**src/rtl/axil_cfg_loader_if.sv**
```systemverilog
// AXI-Lite configuration bus: 32-bit address, 64-bit data.
// The slave modport faces the config-register block; the master modport
// faces whatever drives it (host bridge or testbench).
interface axil_cfg_loader_if;
    logic        awvalid;
    logic        awready;
    logic [31:0] awaddr;
    logic        wvalid;
    logic        wready;
    logic [63:0] wdata;
    logic [7:0]  wstrb;
    logic        bvalid;
    logic        bready;
    logic [1:0]  bresp;
    logic        arvalid;
    logic        arready;
    logic [31:0] araddr;
    logic        rvalid;
    logic        rready;
    logic [63:0] rdata;
    logic [1:0]  rresp;

    modport slave (
        input  awvalid, awaddr, wvalid, wdata, wstrb, bready,
               arvalid, araddr, rready,
        output awready, wready, bvalid, bresp, arready, rvalid, rdata, rresp
    );

    modport master (
        output awvalid, awaddr, wvalid, wdata, wstrb, bready,
               arvalid, araddr, rready,
        input  awready, wready, bvalid, bresp, arready, rvalid, rdata, rresp
    );
endinterface

```
**src/rtl/axil_cfg_loader.sv**
```systemverilog
// axil_cfg_loader: AXI-Lite configuration registers plus a program-load
// beat stager. The host fills a LOAD_DATA_W-wide staging buffer 64 bits at
// a time, then commits it as a single AW/W beat on the load port.
//
// Ports:
//   clk, rstn              clock, asynchronous active-low reset
//   axil                   AXI-Lite slave (32b address, 64b data)
//   enable                 core bus enable
//   physical_address_base  host base address
//   core_rst               core soft reset
//   load_en                RAM reload mode
//   load_aw_*              load address channel (byte address, wraps)
//   load_w_*               load data channel (staged beat, all-ones strobe)
module axil_cfg_loader #(
    parameter int LOAD_DATA_W = 512,
    parameter int LOAD_ADDR_W = 15
) (
    input  logic                     clk,
    input  logic                     rstn,
    axil_cfg_loader_if.slave         axil,
    output logic                     enable,
    output logic [63:0]              physical_address_base,
    output logic                     core_rst,
    output logic                     load_en,
    output logic                     load_aw_valid,
    input  logic                     load_aw_ready,
    output logic [LOAD_ADDR_W-1:0]   load_aw_addr,
    output logic                     load_w_valid,
    input  logic                     load_w_ready,
    output logic [LOAD_DATA_W-1:0]   load_w_data,
    output logic [LOAD_DATA_W/8-1:0] load_w_strb
);
    localparam int LANES = LOAD_DATA_W / 64;
    localparam int IDX_W = (LANES > 1) ? $clog2(LANES) : 1;
    localparam logic [IDX_W-1:0]       LAST_LANE = IDX_W'(LANES - 1);
    localparam logic [LOAD_ADDR_W-1:0] AW_STEP   = LOAD_ADDR_W'(LOAD_DATA_W / 8);
    localparam logic [63:0]            ID_WORD   = 64'hA0A1A2A3_DEADBEEF;
    localparam logic [63:0]            BAD_WORD  = 64'hDEADDEAD_DEADDEAD;

    typedef enum logic [1:0] {ST_IDLE, ST_READ, ST_WRITE_W, ST_WRITE_B} state_t;

    state_t                 state;
    logic [31:0]            wr_addr;
    logic [IDX_W-1:0]       lane_idx;
    logic [31:0]            beat_count;
    logic                   err;
    logic [63:0]            rd_mux;

    logic wr_fire, wr_enable, wr_base, wr_core_rst, wr_load_en, wr_lane_idx;
    logic wr_lane_data, wr_commit, wr_err_clr, wr_aw_addr;
    logic aw_hs, w_hs, commit_ok, err_set;

    assign axil.awready = (state == ST_IDLE);
    assign axil.arready = (state == ST_IDLE);
    assign axil.wready  = (state == ST_WRITE_W);
    assign axil.rvalid  = (state == ST_READ);
    assign axil.bvalid  = (state == ST_WRITE_B);
    assign axil.bresp   = 2'b00;
    assign axil.rresp   = 2'b00;

    assign load_w_strb  = '1;

    // A register write takes effect on the WRITE_W/wvalid cycle edge.
    assign wr_fire      = (state == ST_WRITE_W) && axil.wvalid;
    assign wr_enable    = wr_fire && (wr_addr == 32'h10);
    assign wr_base      = wr_fire && (wr_addr == 32'h20);
    assign wr_core_rst  = wr_fire && (wr_addr == 32'h30);
    assign wr_load_en   = wr_fire && (wr_addr == 32'h50);
    assign wr_lane_idx  = wr_fire && (wr_addr == 32'h60);
    assign wr_lane_data = wr_fire && (wr_addr == 32'h70);
    assign wr_commit    = wr_fire && (wr_addr == 32'h80);
    assign wr_err_clr   = wr_fire && (wr_addr == 32'h90);
    assign wr_aw_addr   = wr_fire && (wr_addr == 32'hA0);

    assign aw_hs     = load_aw_valid && load_aw_ready;
    assign w_hs      = load_w_valid && load_w_ready;
    // Commit only starts a beat when the previous one has fully drained.
    assign commit_ok = wr_commit && load_en && !load_aw_valid && !load_w_valid;
    // Staging edits while a beat is offered would corrupt load_w_data.
    assign err_set   = (wr_commit && !commit_ok)
                     || ((wr_lane_data || wr_lane_idx) && load_w_valid);

    always_comb begin
        rd_mux = BAD_WORD;
        case (axil.araddr)
            32'h00: rd_mux = ID_WORD;
            32'h10: rd_mux = {63'd0, enable};
            32'h20: rd_mux = physical_address_base;
            32'h30: rd_mux = {63'd0, core_rst};
            32'h50: rd_mux = {63'd0, load_en};
            32'h60: rd_mux = {{(64-IDX_W){1'b0}}, lane_idx};
            32'h70, 32'h80, 32'h90: rd_mux = 64'd0;
            32'h88: rd_mux = {beat_count, 29'd0, err, load_aw_valid, load_w_valid};
            32'hA0: rd_mux = {{(64-LOAD_ADDR_W){1'b0}}, load_aw_addr};
            default: rd_mux = BAD_WORD;
        endcase
    end

    always_ff @(posedge clk or negedge rstn) begin
        if (!rstn) begin
            state      <= ST_IDLE;
            wr_addr    <= '0;
            axil.rdata <= '0;
        end else begin
            case (state)
                ST_IDLE: begin
                    axil.rdata <= rd_mux;
                    if (axil.awvalid) begin
                        wr_addr <= axil.awaddr;
                        state   <= ST_WRITE_W;
                    end else if (axil.arvalid) begin
                        state   <= ST_READ;
                    end
                end
                ST_READ:    if (axil.rready) state <= ST_IDLE;
                ST_WRITE_W: if (axil.wvalid) state <= ST_WRITE_B;
                ST_WRITE_B: if (axil.bready) state <= ST_IDLE;
                default:    state <= ST_IDLE;
            endcase
        end
    end

    always_ff @(posedge clk or negedge rstn) begin
        if (!rstn) begin
            enable                <= 1'b0;
            physical_address_base <= '0;
            core_rst              <= 1'b0;
            load_en               <= 1'b0;
            load_aw_valid         <= 1'b0;
            load_w_valid          <= 1'b0;
            load_aw_addr          <= '0;
            load_w_data           <= '0;
            lane_idx              <= '0;
            beat_count            <= '0;
            err                   <= 1'b0;
        end else begin
            if (wr_enable)   enable                <= axil.wdata[0];
            if (wr_base)     physical_address_base <= axil.wdata;
            if (wr_core_rst) core_rst              <= axil.wdata[0];
            if (wr_load_en)  load_en               <= axil.wdata[0];

            if (wr_lane_data && !load_w_valid) begin
                for (int k = 0; k < LANES; k++) begin
                    if (lane_idx == IDX_W'(k)) begin
                        for (int b = 0; b < 8; b++) begin
                            if (axil.wstrb[b])
                                load_w_data[k*64 + b*8 +: 8] <= axil.wdata[b*8 +: 8];
                        end
                    end
                end
                lane_idx <= (lane_idx == LAST_LANE) ? '0 : lane_idx + IDX_W'(1);
            end else if (wr_lane_idx && !load_w_valid) begin
                lane_idx <= axil.wdata[IDX_W-1:0];
            end

            // Valids never clear on the commit cycle: commit_ok needs both low.
            if (commit_ok) begin
                load_aw_valid <= 1'b1;
                load_w_valid  <= 1'b1;
            end else begin
                if (aw_hs) load_aw_valid <= 1'b0;
                if (w_hs)  load_w_valid  <= 1'b0;
            end

            // Host write of the address beats the post-handshake increment.
            if (wr_aw_addr)
                load_aw_addr <= axil.wdata[LOAD_ADDR_W-1:0];
            else if (aw_hs)
                load_aw_addr <= load_aw_addr + AW_STEP;

            if (wr_load_en)
                beat_count <= '0;
            else if (w_hs && (beat_count != 32'hFFFF_FFFF))
                beat_count <= beat_count + 32'd1;

            if (err_set)
                err <= 1'b1;
            else if (wr_err_clr)
                err <= 1'b0;
        end
    end
endmodule

```
**src/flat_wrapper.sv**
```systemverilog
// flat-port wrapper written by rule: the top's interface ports become plain ports
module axil_cfg_loader_flat 
#(
    parameter int LOAD_DATA_W = 512,
    parameter int LOAD_ADDR_W = 15
)
  (clk, rstn, enable, physical_address_base, core_rst, load_en, load_aw_valid, load_aw_ready, load_aw_addr, load_w_valid, load_w_ready, load_w_data, load_w_strb, axil_awvalid, axil_awaddr, axil_wvalid, axil_wdata, axil_wstrb, axil_bready, axil_arvalid, axil_araddr, axil_rready, axil_awready, axil_wready, axil_bvalid, axil_bresp, axil_arready, axil_rvalid, axil_rdata, axil_rresp);
  axil_cfg_loader_if axil_i ();
  input  logic clk;
  input  logic rstn;
  output logic enable;
  output logic [63:0] physical_address_base;
  output logic core_rst;
  output logic load_en;
  output logic load_aw_valid;
  input  logic load_aw_ready;
  output logic [LOAD_ADDR_W-1:0] load_aw_addr;
  output logic load_w_valid;
  input  logic load_w_ready;
  output logic [LOAD_DATA_W-1:0] load_w_data;
  output logic [LOAD_DATA_W/8-1:0] load_w_strb;
  input wire logic [$bits(axil_i.awvalid)-1:0] axil_awvalid;
  input wire logic [$bits(axil_i.awaddr)-1:0] axil_awaddr;
  input wire logic [$bits(axil_i.wvalid)-1:0] axil_wvalid;
  input wire logic [$bits(axil_i.wdata)-1:0] axil_wdata;
  input wire logic [$bits(axil_i.wstrb)-1:0] axil_wstrb;
  input wire logic [$bits(axil_i.bready)-1:0] axil_bready;
  input wire logic [$bits(axil_i.arvalid)-1:0] axil_arvalid;
  input wire logic [$bits(axil_i.araddr)-1:0] axil_araddr;
  input wire logic [$bits(axil_i.rready)-1:0] axil_rready;
  output wire logic [$bits(axil_i.awready)-1:0] axil_awready;
  output wire logic [$bits(axil_i.wready)-1:0] axil_wready;
  output wire logic [$bits(axil_i.bvalid)-1:0] axil_bvalid;
  output wire logic [$bits(axil_i.bresp)-1:0] axil_bresp;
  output wire logic [$bits(axil_i.arready)-1:0] axil_arready;
  output wire logic [$bits(axil_i.rvalid)-1:0] axil_rvalid;
  output wire logic [$bits(axil_i.rdata)-1:0] axil_rdata;
  output wire logic [$bits(axil_i.rresp)-1:0] axil_rresp;
  assign axil_i.awvalid = axil_awvalid;
  assign axil_i.awaddr = axil_awaddr;
  assign axil_i.wvalid = axil_wvalid;
  assign axil_i.wdata = axil_wdata;
  assign axil_i.wstrb = axil_wstrb;
  assign axil_i.bready = axil_bready;
  assign axil_i.arvalid = axil_arvalid;
  assign axil_i.araddr = axil_araddr;
  assign axil_i.rready = axil_rready;
  assign axil_awready = axil_i.awready;
  assign axil_wready = axil_i.wready;
  assign axil_bvalid = axil_i.bvalid;
  assign axil_bresp = axil_i.bresp;
  assign axil_arready = axil_i.arready;
  assign axil_rvalid = axil_i.rvalid;
  assign axil_rdata = axil_i.rdata;
  assign axil_rresp = axil_i.rresp;
  axil_cfg_loader #(.LOAD_DATA_W(LOAD_DATA_W), .LOAD_ADDR_W(LOAD_ADDR_W)) u_core (.clk(clk), .rstn(rstn), .axil(axil_i), .enable(enable), .physical_address_base(physical_address_base), .core_rst(core_rst), .load_en(load_en), .load_aw_valid(load_aw_valid), .load_aw_ready(load_aw_ready), .load_aw_addr(load_aw_addr), .load_w_valid(load_w_valid), .load_w_ready(load_w_ready), .load_w_data(load_w_data), .load_w_strb(load_w_strb));
endmodule
```
**config.mk**
```make
export PLATFORM = sky130hd
export DESIGN_NAME = axil_cfg_loader_flat
export DESIGN_NICKNAME = d
export VERILOG_FILES = /design/src/rtl/axil_cfg_loader_if.sv /design/src/rtl/axil_cfg_loader.sv /design/src/flat_wrapper.sv
export SDC_FILE = /design/constraint.sdc
export NUM_CORES = 1
export LEC_CHECK = 0
export BUFFER_PORTS_ARGS = -buffer_cell sky130_fd_sc_hd__clkbuf_2
export CORE_AREA = 3 3 341 343
export CTS_CLUSTER_DIAMETER = 100
export DETAILED_ROUTE_END_ITERATION = 16
export DIE_AREA = 0 0 344 346
export REMOVE_ABC_BUFFERS = 1
export SYNTH_ARGS = -nofsm -noshare
export SYNTH_HDL_FRONTEND = slang
export SYNTH_SLANG_ARGS = --single-unit
```
**constraint.sdc**
```tcl
create_clock -name clk -period 2.55 [get_ports clk]
set_input_delay 0.3825 -clock clk [delete_from_list [all_inputs] [get_ports clk]]
set_output_delay 0.3825 -clock clk [all_outputs]
set_load 0.01 [all_outputs]
```
* After elaboration in Yosys (flattened, before gate mapping)
Cells that the tools add are included.
** Operators by class
- Add/sub/neg operators :: 3
- Equal/unequal tests :: 34
- Multiplexer cells :: 20
- Reductions and logical operators :: 101
** Operator list (count)
- case mux 64 bit (9 select lines) :: 1
- equality test 32 x 8 -> 1 bit (second input constant) :: 7
- equality test 32 x 7 -> 1 bit (second input constant) :: 6
- AND reduction 3 bit :: 64
- equality test 32 x 6 -> 1 bit (second input constant) :: 4
- equality test 32 x 5 -> 1 bit (second input constant) :: 2
- 2-to-1 mux 32 bit :: 2
- adder 32 x 1 -> 32 bit (second input constant) :: 1
- zero test 32 bit :: 1
- inequality test 32 bit (second input constant) :: 1
- 2-to-1 mux 15 bit :: 2
- logical AND 1 bit :: 20
- adder 15 x 7 -> 15 bit (second input constant) :: 1
- equality test 3 bit (second input constant) :: 4
- nonzero test 2 bit :: 6
- 2-to-1 mux 2 bit :: 5
- 2-to-1 mux 3 bit :: 3
- case mux 2 bit (4 select lines) :: 1
- equality test 3 x 2 -> 1 bit (second input constant) :: 2
- 2-to-1 mux 1 bit :: 6
- inequality test 2 bit (second input constant) :: 3
- equality test 2 bit (second input constant) :: 2
- AND reduction 4 bit :: 1
- adder 3 x 1 -> 3 bit (second input constant) :: 1
- other kinds (9) :: 12
** Storage, ports and cells
- Bits in registers :: 730
- Bits of input ports :: 145
- Output and inout bits :: 733
- Word-level logic and storage cells :: 235

* Longest topological paths before layout
- Depth in word-level cells :: 10
- Mapped depth :: 8
- Gate-level depth less buffers :: 6

* Worst setup path after synthesis
Ideal clock, no wire load.
- Path type :: register -> register
- Start point :: reg u_core.wr_addr[15]
- End point :: reg u_core.physical_address_base[15]
- Setup time :: 0.125 ns
- Data arrival time :: 2.197 ns
- Required time :: 2.425 ns
- Setup slack :: 0.228 ns
- Stages on the path, launching flop included :: 8
- Path buffers :: 2
- Period minus slack after synthesis :: 2.322 ns
- Cells stage by stage :: dfrtp_1 > nor4_1 > and4_1 > clkbuf_1 > nand2_2 > nor4_4 > buf_2 > mux2_2
** Between the ends
- Word-level cells in the longest chain between the ends :: 2
** Ends and longest elaborated chain
- from (decl) :: RTL line axil_cfg_loader.sv:43 : logic [31:0] wr_addr;
- from (signal assigned) :: RTL line axil_cfg_loader.sv:109 : wr_addr <= axil.awaddr;
- equality test 32 x 6 -> 1 bit :: RTL line axil_cfg_loader.sv:66 : assign wr_base = wr_fire && (wr_addr == 32'h20);
- logical AND 1 bit :: RTL line axil_cfg_loader.sv:66
- to (signal assigned) :: RTL line axil_cfg_loader.sv:138 : if (wr_base) physical_address_base <= axil.wdata;
- to (decl) :: RTL line axil_cfg_loader.sv:22 : output logic [63:0] physical_address_base,
No other way between the ends.
A chain may end at the register's enable or synchronous reset.

* Worst setup path after layout
- Start point :: reg u_core.wr_addr[15]
- End point :: reg u_core.load_w_data[369]
** Between the ends
- Word-level cells in the longest chain between the ends :: 4
** Ends and longest elaborated chain
- equality test 32 x 7 -> 1 bit :: RTL line axil_cfg_loader.sv:70 : assign wr_lane_data = wr_fire && (wr_addr == 32'h70);
- logical AND 1 bit :: RTL line axil_cfg_loader.sv:70
- logical AND 1 bit :: RTL line axil_cfg_loader.sv:142 : if (wr_lane_data && !load_w_valid) begin
- AND reduction 3 bit (no line)
- to (signal, indexed assignment) :: RTL line axil_cfg_loader.sv:147 : load_w_data[k*64 + b*8 +: 8] <= axil.wdata[b*8 +: 8];
- to (decl) :: RTL line axil_cfg_loader.sv:30 : output logic [LOAD_DATA_W-1:0] load_w_data,
No other way between the ends.

==> results.yml <==
run_status:
  run_status: "complete, no violations"
routing:
  drc_errors: 0
  vias_per_cell: 4.62
  vias: 21600
  drt-wirelength-per-cell_um: 24.2
  drt-total-wl_mm: 113
  final_antenna_net_count: 0
  drt_first_iter_violations: 1081
  detailedRoute.firstPassIterationCount: 5
clocking:
  path_clk_slew_ns: 0.05
  clock_buffers_created_by_tritoncts: 83
  worst_skew_pair.late_latency_ns: 0.65
  h-tree-depth: 3
  clock-sinks: 730
  tritoncts: "done"
  clockRootBuffer: "sky130_fd_sc_hd__clkbuf_16"
  cts_buffer_depth: 3
yosys:
  synthTopCellsByCount: "sky130_fd_sc_hd__dfrtp_1, sky130_fd_sc_hd__mux2_2, sky130_fd_sc_hd__mux2_1"
  ys_dominant_reg_cell: "sky130_fd_sc_hd__dfrtp_1"
  synth_area_um2: 30100
  area_contributors_post_synth: "sky130_fd_sc_hd__dfrtp_1, sky130_fd_sc_hd__mux2_2, sky130_fd_sc_hd__mux2_1, sky130_fd_sc_hd__buf_4, sky130_fd_sc_hd__nand4_2"
  synth_cell_type_count: 55
  yosys_warnings: 0
  syn-instance-count: 2123
  synth_seq_cells: 730
  synth_area_leader_cell: "sky130_fd_sc_hd__dfrtp_1"
  synthDominantCellAreaShare_pct: 60.6
  synth.most_common_cell: "sky130_fd_sc_hd__dfrtp_1"
  postSynthAreaPerCell_um2: 14.2
  async_sr_flop_fraction_pct: 100
  synth.yosys.seq_area_share_pct: 60.6
  number_of_enable_type_register_cells_in_the_synthesized_netlist: 0
critical_path:
  timing.rr.end: "u_core.load_w_data[369]"
  critical_path.endpoint: "u_core.load_w_data[369]"
  cp.arrival_ns: 3.03
  critical_path.reg2reg.startpoint: "u_core.wr_addr[15]"
  rrSetupSlack_ns: 0.04
  worst_setup_path_end_kind: "flop"
  critical_path.max_fanout: 13
  ff2ff_path_depth: 9
  crit_start: "u_core.wr_addr[15]"
  worstSetupPathType: "reg -> reg"
  crit_path_start_kind: "flop"
  worst_ep_required_ns: 3.07
placement:
  placed_cell_area_um2: 37100
  routabilityCongestion: 0.831
  buffer_ports.inserted: 809
  dp_hpwl_mm: 87.5
min_path:
  hp-class: "in -> reg"
floorplanning:
  fp.dieH_um: 346
  design.die.area_um2: 119000
  initial_core_util_pct: 26.5
  core_um2: 114000
  boundaryPins: 878
  die_width_um: 344
  floorplan.rows: 124
timing:
  timing.slew.headroom_pct: 49.7
  final.setup.tns_ns: 0
  finalSetupViolations: 0
  fin_worst_hold_slack_ns: 0.0987
  worstMarginPinSlew_ns: 0.748
  finalWorstPathRequiredPeriod_ns: 2.51
  final-max-slew-violation-count: 0
  grt_setup_unrepaired: "true"
  post-route-period-util_pct: 98.3
  final_hold_viol_count: 0
  max_clock_freq_mhz: 399
  timing.clock.skew_ns: 0.0151
global_routing:
  grt_start_max_net_pins: 89
  first_pass_grt_wire_length_mm: 162
  grt.overflow.total: 0
  antenna_found_initial: 3
  vias_in_the_first_global_route: 22100
  grt_use_total_pct: 18.6
cells_and_area:
  final_core_utilization_pct: 35.6
  drive_above_1_share_pct: 52.3
  layout_cell_area_excl_fill_um2: 40600
  finalNetCount: 3254
  syn_to_final_growth_pct: 34.6
job:
  max_cap_violations: 0
pwr:
  power.density_cell_area_nw_per_um2: 672
  cellLeakagePower_nw: 21.3
  ir_drop_uv: 562
-- worst max-delay path: stages, from the launching register on --
cell,delay (ns)
sky130_fd_sc_hd__dfrtp_1,0.38
sky130_fd_sc_hd__nor4_2,0.26
sky130_fd_sc_hd__buf_4,0.15
sky130_fd_sc_hd__nand4_1,0.17
sky130_fd_sc_hd__nor4_4,0.35
sky130_fd_sc_hd__buf_12,0.24
sky130_fd_sc_hd__buf_12,0.17
sky130_fd_sc_hd__buf_4,0.14
sky130_fd_sc_hd__nand3_4,0.13
sky130_fd_sc_hd__mux2_1,0.35
-- sequential cells by signal, indices dropped and copies added, names as in the netlist, 2 cells and up --
signal	count
u_core.physical_address_base	64
u_core.beat_count	32
u_core.load_aw_addr	15
u_core.axil.rdata	64
u_core.lane_idx	3
u_core.wr_addr	32
u_core.load_w_data	512
u_core.state	2
-- what timing repair did --
item,in CTS,in global routing
endpoints found under the setup margin,294,446
gates cloned,1,0
hold endpoints to repair,70,0
setup buffers,0,2
hold buffers,37,0
gates resized for setup,16,13
pin swaps,0,1
-- cells by family after synthesis --
logic type / after synthesis / share of synthesized area [%]
flip-flops: 730 / 60.6
multiplexers: 622 / 23.2
AND/OR/NAND/NOR: 373 / 8.20
buffers and inverters: 192 / 3.47
AO/OA/AOI/OAI: 183 / 3.79
XOR/XNOR: 13 / 0.378
adder cells (fa/ha/maj): 8 / 0.332
other: 2 / 0.0249
-- power breakdown --
| part | total, mW | internal [mW] | switching [mW] |
|---|---|---|---|
| clock | 12.4 | 7.31 | 5.04 |
| sequential | 12.2 | 11.9 | 0.288 |
| combinational | 2.68 | 0.927 | 1.75 |
| total | 27.3 | 20.2 | 7.08 |
-- area by class of cell --
type | instances | area [um^2]
diodes | 6 | 15.0
flip-flops and latches | 730 | 18300
inverters | 14 | 57.6
clock buffers | 115 | 2390
repair buffers | 1005 | 6200
well taps | 1512 | 1890
clock inverters | 29 | 448
fillers | 11200 | 73300
multi-input cells | 1267 | 11300
-- per-stage QoR --
step	instances	power, mW	worst slack, ns
after detailed placement	4488	14.9	-0.0942
after CTS	4670	27.6	0.000335
after floorplan	2011	13.3	-6.19
after global routing	4672	28.4	-0.0637
final	4678	27.3	0.0434
after global placement	4488	14.9	-0.0719
-- per-layer routing --
layer | track usage (%) | wire, um | share of wire (%) | vias to the layer above
met3 | 4.61 | 7380 | 6.5 | 134
met1 | 23.4 | 47000 | 42 | 11300
met4 | 5.26 | 2640 | 2.3 | 0
li1 | - | - | - | 9551
met2 | 31.8 | 55900 | 50 | 679
met5 | 0 | 0 | 0 | -
-- worst min-delay path by stage --
stage / from / end / slack, ns / depth (start not counted)
final: axil_awvalid / u_core.state[1] / 0.1 / 3
after global routing: axil_wdata[27] / u_core.physical_address_base[27] / 0.07 / 2
after CTS: axil_awvalid / u_core.state[1] / 0.03 / 3
after detailed placement: rstn / u_core.load_w_data[305] / 0.35 / 1
after global placement: rstn / u_core.load_w_data[305] / 0.34 / 1
after floorplan: rstn / u_core.axil.rdata[0] / 0.09 / 0
-- cell usage in the layout, fill, tap and decap left out, drive strengths merged, types with 13 or more instances in the layout --
master	instances
buf	159
nor4	22
a21oi	73
or4	18
nand2	70
or3	15
nor2	82
clkbuf	923
dfrtp	730
conb	68
dlygate4sd3	37
mux2	616
and3	13
o21ai	29
inv	19
nand3	50
nand4	56
o31ai	15
clkinv	14
a22oi	31
Note: power is estimated with default switching activity, not from simulation.
